--- src/rtl/ercd_pkg.sv ---
// ----------------------------------------------------------------------------
// ercd_pkg
// Shared definitions for the ercd16_8 sequential 16/8 restoring divider.
//   - state_e   : controller states (IDLE, CALC, DONE)
//   - DIVIDEND_W, DIVISOR_W, QUO_W : fixed datapath geometry
//   - ERR_QUO   : quotient reported on divide-by-zero / quotient overflow
// ----------------------------------------------------------------------------
package ercd_pkg;

  localparam int DIVIDEND_W = 16;
  localparam int DIVISOR_W  = 8;
  localparam int QUO_W      = 8;
  localparam int CNT_W      = 3;

  localparam logic [QUO_W-1:0] ERR_QUO = 8'hFF;

  typedef enum logic [1:0] {
    ST_IDLE = 2'd0,
    ST_CALC = 2'd1,
    ST_DONE = 2'd2
  } state_e;

endpackage : ercd_pkg

--- src/rtl/ercd_step.sv ---
// ----------------------------------------------------------------------------
// ercd_step
// One combinational restoring-division step.
//   rem_in  [7:0] : current partial remainder R (always < divisor)
//   bit_in        : next dividend bit shifted into R
//   divisor [7:0] : divisor
//   rem_out [7:0] : new partial remainder
//   q_bit         : quotient bit produced by this step
// ----------------------------------------------------------------------------
module ercd_step
  import ercd_pkg::*;
(
  input  logic [DIVISOR_W-1:0] rem_in,
  input  logic                 bit_in,
  input  logic [DIVISOR_W-1:0] divisor,
  output logic [DIVISOR_W-1:0] rem_out,
  output logic                 q_bit
);

  // Trial value needs one extra bit: R < divisor, so {R, bit} < 2*divisor.
  logic [DIVISOR_W:0] trial;

  assign trial = {rem_in, bit_in};
  assign q_bit = (trial >= {1'b0, divisor});

  // When the subtraction succeeds the result is < divisor, so it fits in the
  // low 8 bits and the carry out of bit 8 can be dropped.
  assign rem_out = q_bit ? (trial[DIVISOR_W-1:0] - divisor) : trial[DIVISOR_W-1:0];

endmodule : ercd_step

--- src/rtl/ercd16_8.sv ---
// ----------------------------------------------------------------------------
// ercd16_8
// Sequential unsigned 16/8 restoring divider with valid/ready handshakes.
// One quotient bit per cycle; 8 CALC cycles per normal division. Divide by
// zero, or a quotient that would not fit in 8 bits, returns quo_o = 8'hFF,
// rem_o = 0, err_o = 1 one cycle after acceptance.
//
// Optional build macro: ERCD16_8_MASK_EN
//   defined   -> quo_o = {q[7], q[6:0] & mask latched at acceptance}
//   undefined -> mask is ignored, quotient is exact
//
// Ports:
//   clk        in   rising-edge clock
//   rst        in   asynchronous active-high reset
//   in_valid   in   request valid
//   in_ready   out  high only in IDLE
//   dat_in_a   in   [15:0] unsigned dividend
//   dat_in_b   in   [7:0]  unsigned divisor
//   mask       in   [6:0]  quotient low-bit enables (MASK_EN builds only)
//   out_valid  out  result valid
//   out_ready  in   result accepted
//   quo_o      out  [7:0] quotient
//   rem_o      out  [7:0] remainder
//   err_o      out  divide-by-zero or quotient overflow
// ----------------------------------------------------------------------------
module ercd16_8
  import ercd_pkg::*;
(
  input  logic                  clk,
  input  logic                  rst,
  input  logic                  in_valid,
  output logic                  in_ready,
  input  logic [DIVIDEND_W-1:0] dat_in_a,
  input  logic [DIVISOR_W-1:0]  dat_in_b,
  input  logic [QUO_W-2:0]      mask,
  output logic                  out_valid,
  input  logic                  out_ready,
  output logic [QUO_W-1:0]      quo_o,
  output logic [DIVISOR_W-1:0]  rem_o,
  output logic                  err_o
);

  localparam logic [1:0] IDLE = ST_IDLE;
  localparam logic [1:0] CALC = ST_CALC;
  localparam logic [1:0] DONE = ST_DONE;

  logic [1:0]           state;
  logic [DIVISOR_W-1:0] rem_q;     // partial remainder R
  logic [7:0]           shf_q;     // remaining dividend low bits S
  logic [DIVISOR_W-1:0] div_q;     // latched divisor
  logic [QUO_W-2:0]     quo_acc;   // quotient bits produced so far, MSB first
  logic [CNT_W-1:0]     cnt;

  logic [DIVISOR_W-1:0] step_rem;
  logic                 step_q;
  logic [QUO_W-1:0]     quo_full;
  logic [QUO_W-1:0]     quo_final;
  logic                 req_err;

  assign in_ready = (state == IDLE);

  assign req_err = (dat_in_b == '0) || (dat_in_a[15:8] >= dat_in_b);

  ercd_step u_step (
    .rem_in  (rem_q),
    .bit_in  (shf_q[7]),
    .divisor (div_q),
    .rem_out (step_rem),
    .q_bit   (step_q)
  );

  // On the last step the accumulator holds q[7:1] and the step supplies q[0].
  assign quo_full = {quo_acc, step_q};

`ifdef ERCD16_8_MASK_EN
  logic [QUO_W-2:0] mask_q;

  always_ff @(posedge clk or posedge rst) begin
    if (rst) begin
      mask_q <= '0;
    end else if (in_valid && in_ready) begin
      mask_q <= mask;
    end
  end

  assign quo_final = {quo_full[QUO_W-1], quo_full[QUO_W-2:0] & mask_q};
`else
  // The mask input has no function in this build.
  logic unused_mask;
  assign unused_mask = ^mask;
  assign quo_final   = quo_full;
`endif

  // NOTE: every register below is updated with non-blocking assignments so
  // all state moves together on the edge and the order of statements inside
  // the block cannot change the result.
  // NOTE: these are a handful of control/datapath flops, so all of them take
  // the asynchronous reset; a reset mid-division discards the work in flight.
  always_ff @(posedge clk or posedge rst) begin
    if (rst) begin
      state     <= IDLE;
      rem_q     <= '0;
      shf_q     <= '0;
      div_q     <= '0;
      quo_acc   <= '0;
      cnt       <= '0;
      out_valid <= 1'b0;
      quo_o     <= '0;
      rem_o     <= '0;
      err_o     <= 1'b0;
    end else begin
      case (state)
        IDLE: begin
          if (in_valid) begin
            div_q <= dat_in_b;
            if (req_err) begin
              // Error result is published on the following edge (DONE with
              // out_valid still low marks a pending error response).
              state <= DONE;
            end else begin
              rem_q <= dat_in_a[15:8];
              shf_q <= dat_in_a[7:0];
              cnt   <= CNT_W'(QUO_W - 1);
              state <= CALC;
            end
          end
        end

        CALC: begin
          rem_q   <= step_rem;
          shf_q   <= {shf_q[6:0], 1'b0};
          quo_acc <= {quo_acc[QUO_W-3:0], step_q};
          if (cnt == '0) begin
            quo_o     <= quo_final;
            rem_o     <= step_rem;
            err_o     <= 1'b0;
            out_valid <= 1'b1;
            state     <= DONE;
          end else begin
            cnt <= cnt - 1'b1;
          end
        end

        DONE: begin
          if (!out_valid) begin
            quo_o     <= ERR_QUO;
            rem_o     <= '0;
            err_o     <= 1'b1;
            out_valid <= 1'b1;
          end else if (out_ready) begin
            out_valid <= 1'b0;
            state     <= IDLE;
          end
        end

        default: begin
          out_valid <= 1'b0;
          state     <= IDLE;
        end
      endcase
    end
  end

endmodule : ercd16_8

--- config.mk ---
export PLATFORM = sky130hd
export DESIGN_NAME = ercd16_8
export DESIGN_NICKNAME = d
export VERILOG_FILES = /design/src/rtl/ercd_pkg.sv /design/src/rtl/ercd_step.sv /design/src/rtl/ercd16_8.sv
export SDC_FILE = /design/constraint.sdc
export NUM_CORES = 1
export LEC_CHECK = 0
export BUFFER_PORTS_ARGS = -buffer_cell sky130_fd_sc_hd__buf_2
export CAP_MARGIN = 30
export CORE_MARGIN = 5
export CORE_UTILIZATION = 45
export DETAILED_ROUTE_END_ITERATION = 10
export HOLD_SLACK_MARGIN = 0.08
export PLACE_DENSITY = 0.66
export RECOVER_POWER = 25
export SYNTH_ARGS = -nofsm -noshare
export SYNTH_HDL_FRONTEND = slang
export SYNTH_SLANG_ARGS = --single-unit
export TNS_END_PERCENT = 100
--- constraint.sdc ---
create_clock -name clk -period 2.95 [get_ports clk]
set_clock_uncertainty 0.1 [all_clocks]
set_input_delay 0.59 -clock clk [delete_from_list [all_inputs] [get_ports clk]]
set_output_delay 0.59 -clock clk [all_outputs]
set_load 0.05 [all_outputs]
==> summary.log, run 1 <==
qor: worst_setup_path.worst_ep_arrival_time 2.70 ns
qor: clock_network.tritoncts yes
qor: clock_network.cts_setup_buffers 0
qor: clock_network.cts_hold_repair.buffers 0
qor: logic_synthesis.synth-compound-area-share 22.43%
qor: drt.dr.first_iter.drc_count 116
qor: logic_synthesis.synth_top_family_by_area compound AO/OA/AOI/OAI gates
qor: logic_synthesis.yosys.area_share.simple 12.67%
qor: finish.layout.area.seq 1351 µm²
qor: global_route.grt.overflow.total 0
qor: global_route.pin_count_of_the_biggest_net_entering_global_routing 24
qor: logic_synthesis.syn-instance-count 337
qor: sta.worst_slew_margin_rel 43.15%
qor: finish.final_util 53.26%
qor: clock_network.ctsRootBufferMaster sky130_fd_sc_hd__clkbuf_8
qor: floorplanning.die_x 93.54 µm
qor: sta.finalHoldViolations 0
qor: clock_network.htreeDepth 2
qor: sta.slew_viol_final 0
qor: finish.finish.instance_area 3618 µm²
qor: finish.layout.filler_cells 660
qor: worst_setup_path.crit_path_end_kind flop
qor: floorplanning.fp-row-count 30
qor: drt.drc 0
qor: global_route.grt_pass1_vias 2470
qor: sta.max_slew.worst_pin.slew 0.8527 ns
qor: finish.syn2layout_area_growth 15.22%
qor: global_route.grt_first_pass_wirelength 11920 µm
qor: logic_synthesis.ys_ff_latch 54
qor: clock_network.clock_sink_count 54
qor: worst_setup_path.timing_worst_setup_path_type flop to flop
qor: power_and_ir_drop.p_leak 1.726 nW
qor: logic_synthesis.synthesis.area_per_instance 9.319 µm²
qor: job.max_cap_viol_count 0
qor: drt.detail_route.vias_per_cell 5.175
qor: sta.period_share 88.54%
qor: power_and_ir_drop.power_density 1102 nW/µm²
qor: sta.rsz0062_at_grt no
qor: worst_setup_path.worst_path_max_fanout 15
qor: finish.final_nets 447
qor: global_route.antenna_found_initial 0
qor: clock_network.clockBufferDepth 2
qor: worst_setup_path.path_cells ha_1 -> a21oi_2 -> nor2_1 -> a2111o_1 -> or2_1 -> o21ai_0 -> o21ai_0
qor: status.status finished, final reports clean
qor: floorplanning.num_io_pins 54
qor: logic_synthesis.async_reset_ff_share 100.0%
qor: finish.multiInputGateArea 1582 µm²
qor: sta.layout_min_cycle_time 2.612 ns
qor: sta.finalSetupViolCount 0
qor: placement.dp_hpwl 5307 µm
qor: logic_synthesis.postSynthNetCount 394
qor: drt.num_vias 2520
qor: logic_synthesis.mux_contribution_to_synthesized_area 4.741%
qor: worst_setup_path.timing.critical_path.slowest_stage_cell sky130_fd_sc_hd__dfrtp_1
qor: drt.drtAntennaViolNets 0
qor: clock_network.clkTransAtPathRegs 0.11 ns
qor: clock_network.postCtsResizedCells 0
qor: floorplanning.design.die.area 8750 µm²
qor: finish.layout-drive-gt1-share 21.48%
qor: floorplanning.die_y 93.54 µm
qor: floorplanning.initial_utilization 46.22%
qor: clock_network.cts_made_buffers 5
qor: logic_synthesis.synth.yosys.seq_area_share 43.03%
qor: power_and_ir_drop.vdd_drop_max 0.0003866 V
qor: floorplanning.design.core.area 6794 µm²
qor: placement.placed_cell_area 3512 µm²
qor: sta.maxClockFrequency 382.8 MHz
qor: placement.placement.io_buffers 46
qor: logic_synthesis.synth-adder-area-share 9.004%
qor: drt.first_pass_iters 4
qor: logic_synthesis.synth_edf_count 0
qor: drt.drt-total-wl 6793 µm
qor: drt.avgRoutedWirePerCell 13.95 µm
qor: logic_synthesis.xor_xnor_portion_of_the_synthesized_cell_area 1.394%
qor: logic_synthesis.dominantRegCellSynth sky130_fd_sc_hd__dfrtp_1
qor: logic_synthesis.synth_warnings 0
qor: logic_synthesis.syn-cell-area 3141 µm²
qor: global_route.global_route.usage.total 17.02%
qor: min_path.min-delay-path-class input port to async pin
qor: worst_setup_path.critical_path.most_common_cell sky130_fd_sc_hd__o21ai_0
qor: worst_setup_path.critical_path.startpoint_type flop
qor: clock_network.clkLatencyLatePin 0.31 ns
qor: logic_synthesis.netlist-cell-type-count 54
qor: worst_setup_path.worst_path_largest_cell_delay 0.43 ns
qor: finish.diodes 0
qor: worst_setup_path.worst_ep_required_time 3.04 ns
qor: placement.gpl.final_weighted_congestion 0.8657
==> cells in the final DEF (no fill, tap or decap), types with 2 or more instances in the layout <==
master / synthesis / layout
sky130_fd_sc_hd__dfrtp_1: 54 / 54
sky130_fd_sc_hd__nand2_1: 51 / 51
sky130_fd_sc_hd__o21ai_0: 46 / 46
sky130_fd_sc_hd__buf_2: 1 / 46
sky130_fd_sc_hd__inv_1: 31 / 31
sky130_fd_sc_hd__ha_1: 21 / 21
sky130_fd_sc_hd__nor2_1: 20 / 20
sky130_fd_sc_hd__buf_4: 0 / 14
sky130_fd_sc_hd__a21oi_1: 14 / 13
sky130_fd_sc_hd__mux2i_1: 7 / 7
sky130_fd_sc_hd__mux2_2: 7 / 7
sky130_fd_sc_hd__o211ai_1: 6 / 6
sky130_fd_sc_hd__a211oi_1: 5 / 5
sky130_fd_sc_hd__o31ai_1: 5 / 5
sky130_fd_sc_hd__clkbuf_8: 0 / 5
sky130_fd_sc_hd__nor3b_1: 3 / 3
sky130_fd_sc_hd__nor3_1: 3 / 3
sky130_fd_sc_hd__xnor2_1: 3 / 3
sky130_fd_sc_hd__a2111oi_0: 2 / 2
sky130_fd_sc_hd__nor4_1: 2 / 2
sky130_fd_sc_hd__a21oi_2: 1 / 2
sky130_fd_sc_hd__nand3b_1: 2 / 2
sky130_fd_sc_hd__a22oi_1: 2 / 2
sky130_fd_sc_hd__xor2_1: 2 / 2
sky130_fd_sc_hd__a22o_1: 2 / 2
sky130_fd_sc_hd__a21o_1: 2 / 2
sky130_fd_sc_hd__nor2b_1: 2 / 2
sky130_fd_sc_hd__a21boi_0: 2 / 2
sky130_fd_sc_hd__nand3_1: 2 / 2
sky130_fd_sc_hd__and2_1: 2 / 2
sky130_fd_sc_hd__inv_6: 0 / 2
==> power by group <==
group	total (mW)	switching [mW]	leakage [nW]	internal, mW
combinational	2.35	1.48	1.03	0.866
clock	0.444	0.269	0.0491	0.175
sequential	1.20	0.176	0.651	1.02
==> registers in the layout (all words and copies together), names as in the netlist <==
register and flops:
state 2, out_valid 1, rem_q 8, shf_q 8, div_q 8, quo_o 8
quo_acc 7, rem_o 8, err_o 1, cnt 3
==> layer usage <==
| metal | track usage [%] | part of all wire [%] | vias to the layer above |
|---|---|---|---|
| li1 | - | - | 1282 |
| met5 | 0 | 0 | - |
| met2 | 25.73 | 45 | 56 |
| met1 | 25.39 | 50 | 1178 |
| met4 | 4.693 | 0.65 | 0 |
| met3 | 2.414 | 5.0 | 4 |
==> synth_stat cells (2+ instances only) <==
library cell,instances,area [µm²]
sky130_fd_sc_hd__a21boi_0,2,15.01
sky130_fd_sc_hd__nand3_1,2,10.01
sky130_fd_sc_hd__o211ai_1,6,45.04
sky130_fd_sc_hd__o31ai_1,5,37.54
sky130_fd_sc_hd__ha_1,21,262.8
sky130_fd_sc_hd__o21ai_0,46,230.2
sky130_fd_sc_hd__and2_1,2,12.51
sky130_fd_sc_hd__a21o_1,2,15.01
sky130_fd_sc_hd__nand3b_1,2,15.01
sky130_fd_sc_hd__a22o_1,2,17.52
sky130_fd_sc_hd__nor4_1,2,12.51
sky130_fd_sc_hd__clkbuf_1,10,37.54
sky130_fd_sc_hd__a2111oi_0,2,17.52
sky130_fd_sc_hd__nor3b_1,3,22.52
sky130_fd_sc_hd__mux2i_1,7,70.07
sky130_fd_sc_hd__dfrtp_1,54,1351
sky130_fd_sc_hd__mux2_2,7,78.83
sky130_fd_sc_hd__a22oi_1,2,15.01
sky130_fd_sc_hd__nor3_1,3,15.01
sky130_fd_sc_hd__a211oi_1,5,37.54
sky130_fd_sc_hd__xnor2_1,3,26.28
sky130_fd_sc_hd__xor2_1,2,17.52
sky130_fd_sc_hd__buf_6,3,33.78
sky130_fd_sc_hd__nor2_1,20,75.07
sky130_fd_sc_hd__nand2_1,51,191.4
sky130_fd_sc_hd__nor2b_1,2,12.51
sky130_fd_sc_hd__a21oi_1,14,70.07
sky130_fd_sc_hd__inv_1,31,116.4
==> worst max-delay path: cells and delay by family (launching register included) <==
| family | cells | cell delay, ns |
|---|---|---|
| flip-flops | 1 | 0.43 |
| AO/OA/AOI/OAI | 4 | 1.06 |
| AND/OR/NAND/NOR | 2 | 0.49 |
| adder cells (fa/ha/maj) | 1 | 0.41 |
==> final timing paths <==
| check | startpoint | slack, ns | end | cells past startpoint |
|---|---|---|---|---|
| max | rem_q[3] | 0.34 | rem_o[0] | 7 |
| min | rst | 0.24 | quo_o[3] | 2 |
| max reg2reg | rem_q[3] | 0.34 | rem_o[0] | 7 |
| min reg2reg | quo_o[2] | 0.37 | quo_o[2] | 2 |
| max in group asynchronous | rst | 1.33 | shf_q[2] | 3 |
| min in group clk | quo_o[2] | 0.37 | quo_o[2] | 2 |
==> cell families (layout without fill, tap and decap cells) <==
kind of cell             after synthesis  in the layout
multiplexers                          14             14
buffers and inverters                 47            101
adder cells (fa/ha/maj)               22             22
AND/OR/NAND/NOR                       92             92
AO/OA/AOI/OAI                        103            103
XOR/XNOR                               5              5
flip-flops                            54             54
==> stage by stage <==
| stage | setup WS (ns) | hold WS (ns) | setup TNS [ns] | instances | power [mW] |
|---|---|---|---|---|---|
| 6_report | 0.3379 | 0.2409 | 0 | 487 | 3.987 |
| 5_1_grt | 0.1050 | 0.3057 | 0 | 487 | 4.374 |
| 4_1_cts | 0.2685 | 0.1365 | 0 | 486 | 3.999 |
| 3_5_place_dp | -0.05688 | 0.3510 | -0.2732 | 478 | 3.543 |
| 3_3_place_gp | -0.006775 | 0.3449 | -0.02494 | 478 | 3.488 |
| 2_1_floorplan | 0.4251 | 0.3460 | 0 | 337 | 3.068 |
==> final cells by class <==
| cell class | count | share of cell area [%] |
|---|---|---|
| Clock buffer | 5 | 1.902 |
| Clock inverter | 3 | 0.7261 |
| Inverter | 31 | 3.216 |
| Multi-Input combinational cell | 236 | 43.71 |
| Sequential cell | 54 | 37.34 |
| Tap cell | 96 | 3.319 |
| Timing Repair Buffer | 62 | 9.786 |
No activity file was read; power rests on OpenSTA's default activity.
==> inputs of run 2 (changes only) <==
--- a/config.mk
+++ b/config.mk
@@ -6,13 +6,14 @@
 export NUM_CORES = 1
 export LEC_CHECK = 0
 export BUFFER_PORTS_ARGS = -buffer_cell sky130_fd_sc_hd__buf_2
-export CAP_MARGIN = 30
+export CAP_MARGIN = 25
 export CORE_MARGIN = 5
 export CORE_UTILIZATION = 45
 export DETAILED_ROUTE_END_ITERATION = 10
 export HOLD_SLACK_MARGIN = 0.08
 export PLACE_DENSITY = 0.66
 export RECOVER_POWER = 25
+export SETUP_SLACK_MARGIN = 0.2
 export SYNTH_ARGS = -nofsm -noshare
 export SYNTH_HDL_FRONTEND = slang
 export SYNTH_SLANG_ARGS = --single-unit
==> constraint.sdc (replaced) <==
create_clock -name clk -period 2.7 [get_ports clk]
set_clock_uncertainty 0.1 [all_clocks]
set_input_delay 0.54 -clock clk [delete_from_list [all_inputs] [get_ports clk]]
set_output_delay 0.54 -clock clk [all_outputs]
set_load 0.05 [all_outputs]
==> run 2 against run 1 <==
Worst hold slack about the same. Global-route usage decreased by 0.39 points. Wire length increased by 3.6%. Setup slack got worse by 0.038 ns. Die area unchanged. Count of clock-buffer cells in the layout unchanged. Critical path type unchanged. Critical endpoint is now rem_q[6].
==> summary.log, run 2 (same netlist as run 1, synthesis figures left out) <==
qor: floorplanning.fp-row-count 30
qor: drt.avgRoutedWirePerCell 13.96 µm
qor: finish.layout-drive-gt1-share 26.72%
qor: worst_setup_path.worst-path-buf-inv 2
qor: clock_network.cts_hold_repair.buffers 0
qor: drt.first_pass_iters 4
qor: finish.syn2layout_area_growth 20.44%
qor: placement.gpl.final_weighted_congestion 0.9221
qor: finish.most_used_cells_in_the_layout_excluding_fill_and_tap_cells sky130_fd_sc_hd__dfrtp_1 (54), sky130_fd_sc_hd__nand2_1 (50), sky130_fd_sc_hd__buf_2 (46), sky130_fd_sc_hd__o21ai_0 (43)
qor: global_route.pin_count_of_the_biggest_net_entering_global_routing 29
qor: floorplanning.initial_utilization 46.22%
qor: sta.postLayoutSetupSlackWorst 0.3001 ns
qor: worst_setup_path.reg2reg_path_depth 10
qor: finish.finish.instance_area 3782 µm²
qor: sta.slew_viol_final 0
qor: finish.multiInputGateArea 1630 µm²
qor: worst_setup_path.worst_path_max_fanout 4
qor: clock_network.tritoncts yes
qor: worst_setup_path.critical_path.startpoint_type flop
qor: floorplanning.die_x 93.54 µm
qor: job.max_cap_viol_count 0
qor: global_route.global_route.usage.total 16.63%
qor: floorplanning.num_io_pins 54
qor: drt.num_vias 2598
qor: worst_setup_path.path_cells inv_1 -> ha_1 -> inv_1 -> fa_1 -> a211oi_2 -> o21bai_1 -> a21oi_2 -> xnor2_1 -> a211oi_1 -> o31ai_1
qor: placement.dp_hpwl 5363 µm
qor: drt.drt-total-wl 7038 µm
qor: sta.layout_min_cycle_time 2.400 ns
qor: finish.diodes 0
qor: power_and_ir_drop.power_density 1191 nW/µm²
qor: drt.detail_route.vias_per_cell 5.155
qor: clock_network.clkLatencyLatePin 0.32 ns
qor: floorplanning.die_y 93.54 µm
qor: floorplanning.design.core.area 6794 µm²
qor: placement.placement.io_buffers 46
qor: worst_setup_path.crit_path_end_kind flop
qor: worst_setup_path.timing_worst_setup_path_type flop to flop
qor: status.status finished, final reports clean
qor: sta.timing.setup.tns 0 ns
qor: sta.maxClockFrequency 416.7 MHz
qor: clock_network.clockBufferDepth 2
qor: global_route.grt_first_pass_wirelength 11690 µm
qor: sta.rsz0062_at_grt yes
qor: worst_setup_path.worst_path_largest_cell_delay 0.43 ns
qor: clock_network.ctsRootBufferMaster sky130_fd_sc_hd__clkbuf_8
qor: power_and_ir_drop.vdd_drop_max 0.0004109 V
qor: clock_network.htreeDepth 2
qor: clock_network.clkTransAtPathRegs 0.11 ns
qor: sta.finalHoldViolations 0
qor: min_path.min-delay-path-class input port to async pin
qor: worst_setup_path.critical_path.most_common_cell sky130_fd_sc_hd__inv_1
qor: drt.drtAntennaViolNets 0
qor: global_route.antenna_found_initial 0
qor: finish.layout.area.seq 1351 µm²
qor: placement.dp_worst_setup_slack -0.2882 ns
qor: sta.max_slew.worst_pin.slew 0.8572 ns
qor: worst_setup_path.critical-path-top-delay-family compound AO/OA/AOI/OAI gates
qor: worst_setup_path.worst_ep_arrival_time 2.49 ns
qor: worst_setup_path.worst_ep_required_time 2.79 ns
qor: drt.drc 0
qor: finish.layout.filler_cells 618
qor: global_route.grt_pass1_vias 2396
qor: worst_setup_path.timing.critical_path.slowest_stage_cell sky130_fd_sc_hd__dfrtp_1
qor: power_and_ir_drop.p_leak 1.813 nW
qor: finish.final_nets 464
qor: placement.placed_cell_area 3632 µm²
qor: drt.dr.first_iter.drc_count 176
qor: floorplanning.design.die.area 8750 µm²
qor: sta.whs 0.2410 ns
qor: sta.finalSetupViolCount 0
qor: power_and_ir_drop.p_total 4.503 mW
qor: finish.mostFrequentLayoutCell sky130_fd_sc_hd__dfrtp_1
qor: sta.period_share 88.89%
qor: global_route.grt.overflow.total 0
qor: sta.worst_slew_margin_rel 42.85%
qor: worst_setup_path.timing.critical_path.depth 10
qor: clock_network.cts_made_buffers 5
qor: clock_network.clock_sink_count 54
run 2: routing by layer:
layer / vias up / global-route usage [%] / share of wire (%)
li1: 1322 / - / -
met1: 1190 / 24.26 / 49
met2: 77 / 24.84 / 44
met3: 9 / 3.138 / 5.9
met4: 0 / 5.295 / 1.3
met5: - / 0 / 0
run 2: layout make-up:
cell class              count  area share (%)
multi-input cells         237           43.10
flip-flops and latches     54           35.73
repair buffers             78           12.34
well taps                  96           3.176
inverters                  31           3.076
clock buffers               5           1.819
clock inverters             3          0.7608
run 2: what timing repair did:
| action | CTS | global route |
|---|---|---|
| cloned | 0 | 1 |
| setup endpoints to repair | 23 | 34 |
| gates resized for setup | 3 | 11 |
| pin swaps | 0 | 2 |
| buffers inserted | 0 | 1 |
run 2: final timing paths:
path                           from  slack (ns)       end
setup / recovery           shf_q[7]        0.30  rem_q[6]
hold / removal                  rst        0.24  quo_o[0]
setup reg to reg           shf_q[7]        0.30  rem_q[6]
hold reg to reg            quo_o[2]        0.37  quo_o[2]
max in group asynchronous       rst        1.04  state[1]
min in group clk           quo_o[2]        0.37  quo_o[2]
run 2: per-stage QoR:
stage,util (%),instances
2_1_floorplan,-,337
3_3_place_gp,53.46,494
3_5_place_dp,53.46,494
4_1_cts,55.05,502
5_1_grt,55.67,504
6_report,55.67,504
run 2: worst reg2reg max path, delay by kind of cell, from the launching register on:
kind | cells | cell delay (ns)
AOI/OAI and AO/OA | 5 | 0.91
adders and majority gates | 2 | 0.60
DFF | 1 | 0.43
buffers and inverters | 2 | 0.14
xor gates and xnor gates | 1 | 0.10
run 2: report_power, final:
group          switching [mW]  internal [mW]  total [mW]
combinational            1.68           1.02        2.70
sequential              0.193           1.11        1.31
clock                   0.301          0.195       0.495
==> inputs of run 3 (changes only) <==
--- a/config.mk
+++ b/config.mk
@@ -7,11 +7,12 @@
 export LEC_CHECK = 0
 export BUFFER_PORTS_ARGS = -buffer_cell sky130_fd_sc_hd__buf_2
 export CAP_MARGIN = 25
-export CORE_MARGIN = 5
-export CORE_UTILIZATION = 45
+export CORE_MARGIN = 10
+export CORE_UTILIZATION = 58
+export CTS_BUF_LIST = sky130_fd_sc_hd__clkbuf_4 sky130_fd_sc_hd__clkbuf_8
 export DETAILED_ROUTE_END_ITERATION = 10
 export HOLD_SLACK_MARGIN = 0.08
-export PLACE_DENSITY = 0.66
+export PLACE_DENSITY = 0.82
 export RECOVER_POWER = 25
 export SETUP_SLACK_MARGIN = 0.2
 export SYNTH_ARGS = -nofsm -noshare
==> run 3 against run 2 <==
Combinational power is 1% lower. Power shrank 1.2%. Wire length down 0.55%. Flip-flop and latch count is the same. Highest routed layer unchanged. Core utilization is 16 points higher. Critical endpoint unchanged. Largest power group unchanged. Die area barely moved.
==> summary.log, run 3 (same netlist as run 1, synthesis figures left out) <==
qor: sta.finalHoldViolations 0
qor: clock_network.ctsRootBufferMaster sky130_fd_sc_hd__clkbuf_8
qor: finish.mostFrequentLayoutCell sky130_fd_sc_hd__dfrtp_1
qor: worst_setup_path.worst_path_largest_cell_delay 0.42 ns
qor: global_route.antenna_found_initial 0
qor: worst_setup_path.worst_ep_required_time 2.82 ns
qor: worst_setup_path.timing_worst_setup_path_type flop to flop
qor: clock_network.htreeDepth 2
qor: placement.dp_hpwl 5596 µm
qor: worst_setup_path.worst_path_max_fanout 3
qor: global_route.grt.overflow.total 0
qor: floorplanning.design.core.area 5172 µm²
qor: finish.diodes 0
qor: min_path.min-delay-path-class input port to async pin
qor: worst_setup_path.worst_ep_arrival_time 2.52 ns
qor: finish.layout-drive-gt1-share 26.05%
qor: finish.syn2layout_area_growth 18.37%
qor: global_route.global_route.usage.total 16.47%
qor: floorplanning.fp-row-count 26
qor: sta.slew_viol_final 0
qor: worst_setup_path.critical-path-top-delay-family compound AO/OA/AOI/OAI gates
qor: clock_network.cts_made_buffers 5
qor: worst_setup_path.path_cells inv_1 -> ha_1 -> inv_1 -> fa_1 -> a211oi_2 -> o21bai_1 -> a21oi_1 -> xnor2_1 -> a211oi_2 -> o31ai_1
qor: status.status finished, final reports clean
qor: global_route.grt_first_pass_wirelength 12030 µm
qor: sta.postLayoutSetupSlackWorst 0.2978 ns
qor: sta.rsz0062_at_grt yes
qor: floorplanning.die_y 93.59 µm
qor: sta.period_share 88.97%
qor: floorplanning.die_x 93.59 µm
qor: floorplanning.design.die.area 8758 µm²
qor: sta.worst_slew_margin_rel 32.41%
qor: clock_network.clkTransAtPathRegs 0.10 ns
qor: placement.placement.io_buffers 46
qor: clock_network.cts_hold_repair.buffers 0
qor: drt.dr.first_iter.drc_count 134
qor: clock_network.tritoncts yes
qor: drt.first_pass_iters 4
qor: finish.non_filler_instance_count_after_layout 473
qor: drt.drt-total-wl 6999 µm
qor: drt.detail_route.vias_per_cell 5.624
qor: global_route.grt_pass1_vias 2687
qor: clock_network.clkLatencyLatePin 0.30 ns
qor: power_and_ir_drop.p_leak 1.794 nW
qor: worst_setup_path.critical_path.startpoint_type flop
qor: sta.layout_min_cycle_time 2.402 ns
qor: floorplanning.initial_utilization 60.72%
qor: placement.placed_cells 465
qor: power_and_ir_drop.p_total 4.450 mW
qor: worst_setup_path.crit_path_end_kind flop
qor: drt.avgRoutedWirePerCell 14.80 µm
qor: sta.finalSetupViolCount 0
qor: sta.max_slew.worst_pin.slew 1.013 ns
qor: worst_setup_path.worst-path-buf-inv 2
qor: finish.final_nets 459
qor: clock_network.cts_setup_buffers 0
qor: placement.dp_worst_setup_slack 0.007770 ns
qor: clock_network.clock_sink_count 54
qor: job.max_cap_viol_count 0
qor: power_and_ir_drop.vdd_drop_max 0.0006089 V
qor: power_and_ir_drop.power_density 1197 nW/µm²
qor: placement.gpl.final_weighted_congestion 0.9133
qor: worst_setup_path.timing.critical_path.slowest_stage_cell sky130_fd_sc_hd__dfrtp_1
qor: finish.final_util 71.87%
qor: finish.most_used_cells_in_the_layout_excluding_fill_and_tap_cells sky130_fd_sc_hd__dfrtp_1 (54), sky130_fd_sc_hd__nand2_1 (50), sky130_fd_sc_hd__buf_2 (46), sky130_fd_sc_hd__o21ai_0 (44), sky130_fd_sc_hd__inv_1 (31)
qor: floorplanning.num_io_pins 54
qor: drt.drc 0
qor: global_route.pin_count_of_the_biggest_net_entering_global_routing 30
qor: clock_network.clockBufferDepth 2
qor: sta.maxClockFrequency 416.3 MHz
qor: drt.drtAntennaViolNets 0
qor: drt.num_vias 2660
-- run 3: worst paths after layout --
| path | from | to | depth (start not counted) | slack, ns |
|---|---|---|---|---|
| setup / recovery | shf_q[7] | rem_q[6] | 10 | 0.30 |
| hold / removal | rst | state[0] | 2 | 0.37 |
| setup reg to reg | shf_q[7] | rem_q[6] | 10 | 0.30 |
| hold reg to reg | quo_o[7] | quo_o[7] | 2 | 0.37 |
| max in group asynchronous | rst | rem_q[1] | 3 | 1.08 |
| min in group clk | quo_o[7] | quo_o[7] | 2 | 0.37 |
-- run 3: repair_timing --
item | CTS | global route
endpoints found under the hold margin | 0 | 0
pin swaps | 0 | 1
resized for setup | 3 | 11
setup endpoints to repair | 13 | 26
-- run 3: final cells by class --
type | instances | area (µm²)
clock inverters | 2 | 16.27
clock buffers | 6 | 82.58
multi-input cells | 236 | 1619
repair buffers | 74 | 444.2
fillers | 407 | 1455
inverters | 31 | 116.4
flip-flops and latches | 54 | 1351
well taps | 70 | 87.58
-- run 3: metal layers --
layer	part of all wire (%)	routed length [µm]	vias up	global-route usage, %
met2	48	3346	77	28.07
met3	5.4	379	8	4.237
li1	-	-	1313	-
met4	1.0	72	0	3.671
met1	46	3201	1262	20.43
met5	0	0	-	0
-- run 3: per-stage QoR --
step / area, µm² / setup TNS, ns / hold WS (ns)
after floorplan: 3141 / 0 / 0.3460
after global placement: 3570 / -3.013 / 0.3442
after detailed placement: 3585 / 0 / 0.3578
after CTS: 3686 / 0 / 0.1962
after global routing: 3717 / 0 / 0.3901
final: 3717 / 0 / 0.3653
-- run 3: power breakdown --
part           internal (mW)  switching [mW]  total (mW)
Combinational           1.01            1.65        2.66
Clock                  0.211           0.256       0.468
Sequential              1.11           0.204        1.32
Total                   2.34            2.11        4.45
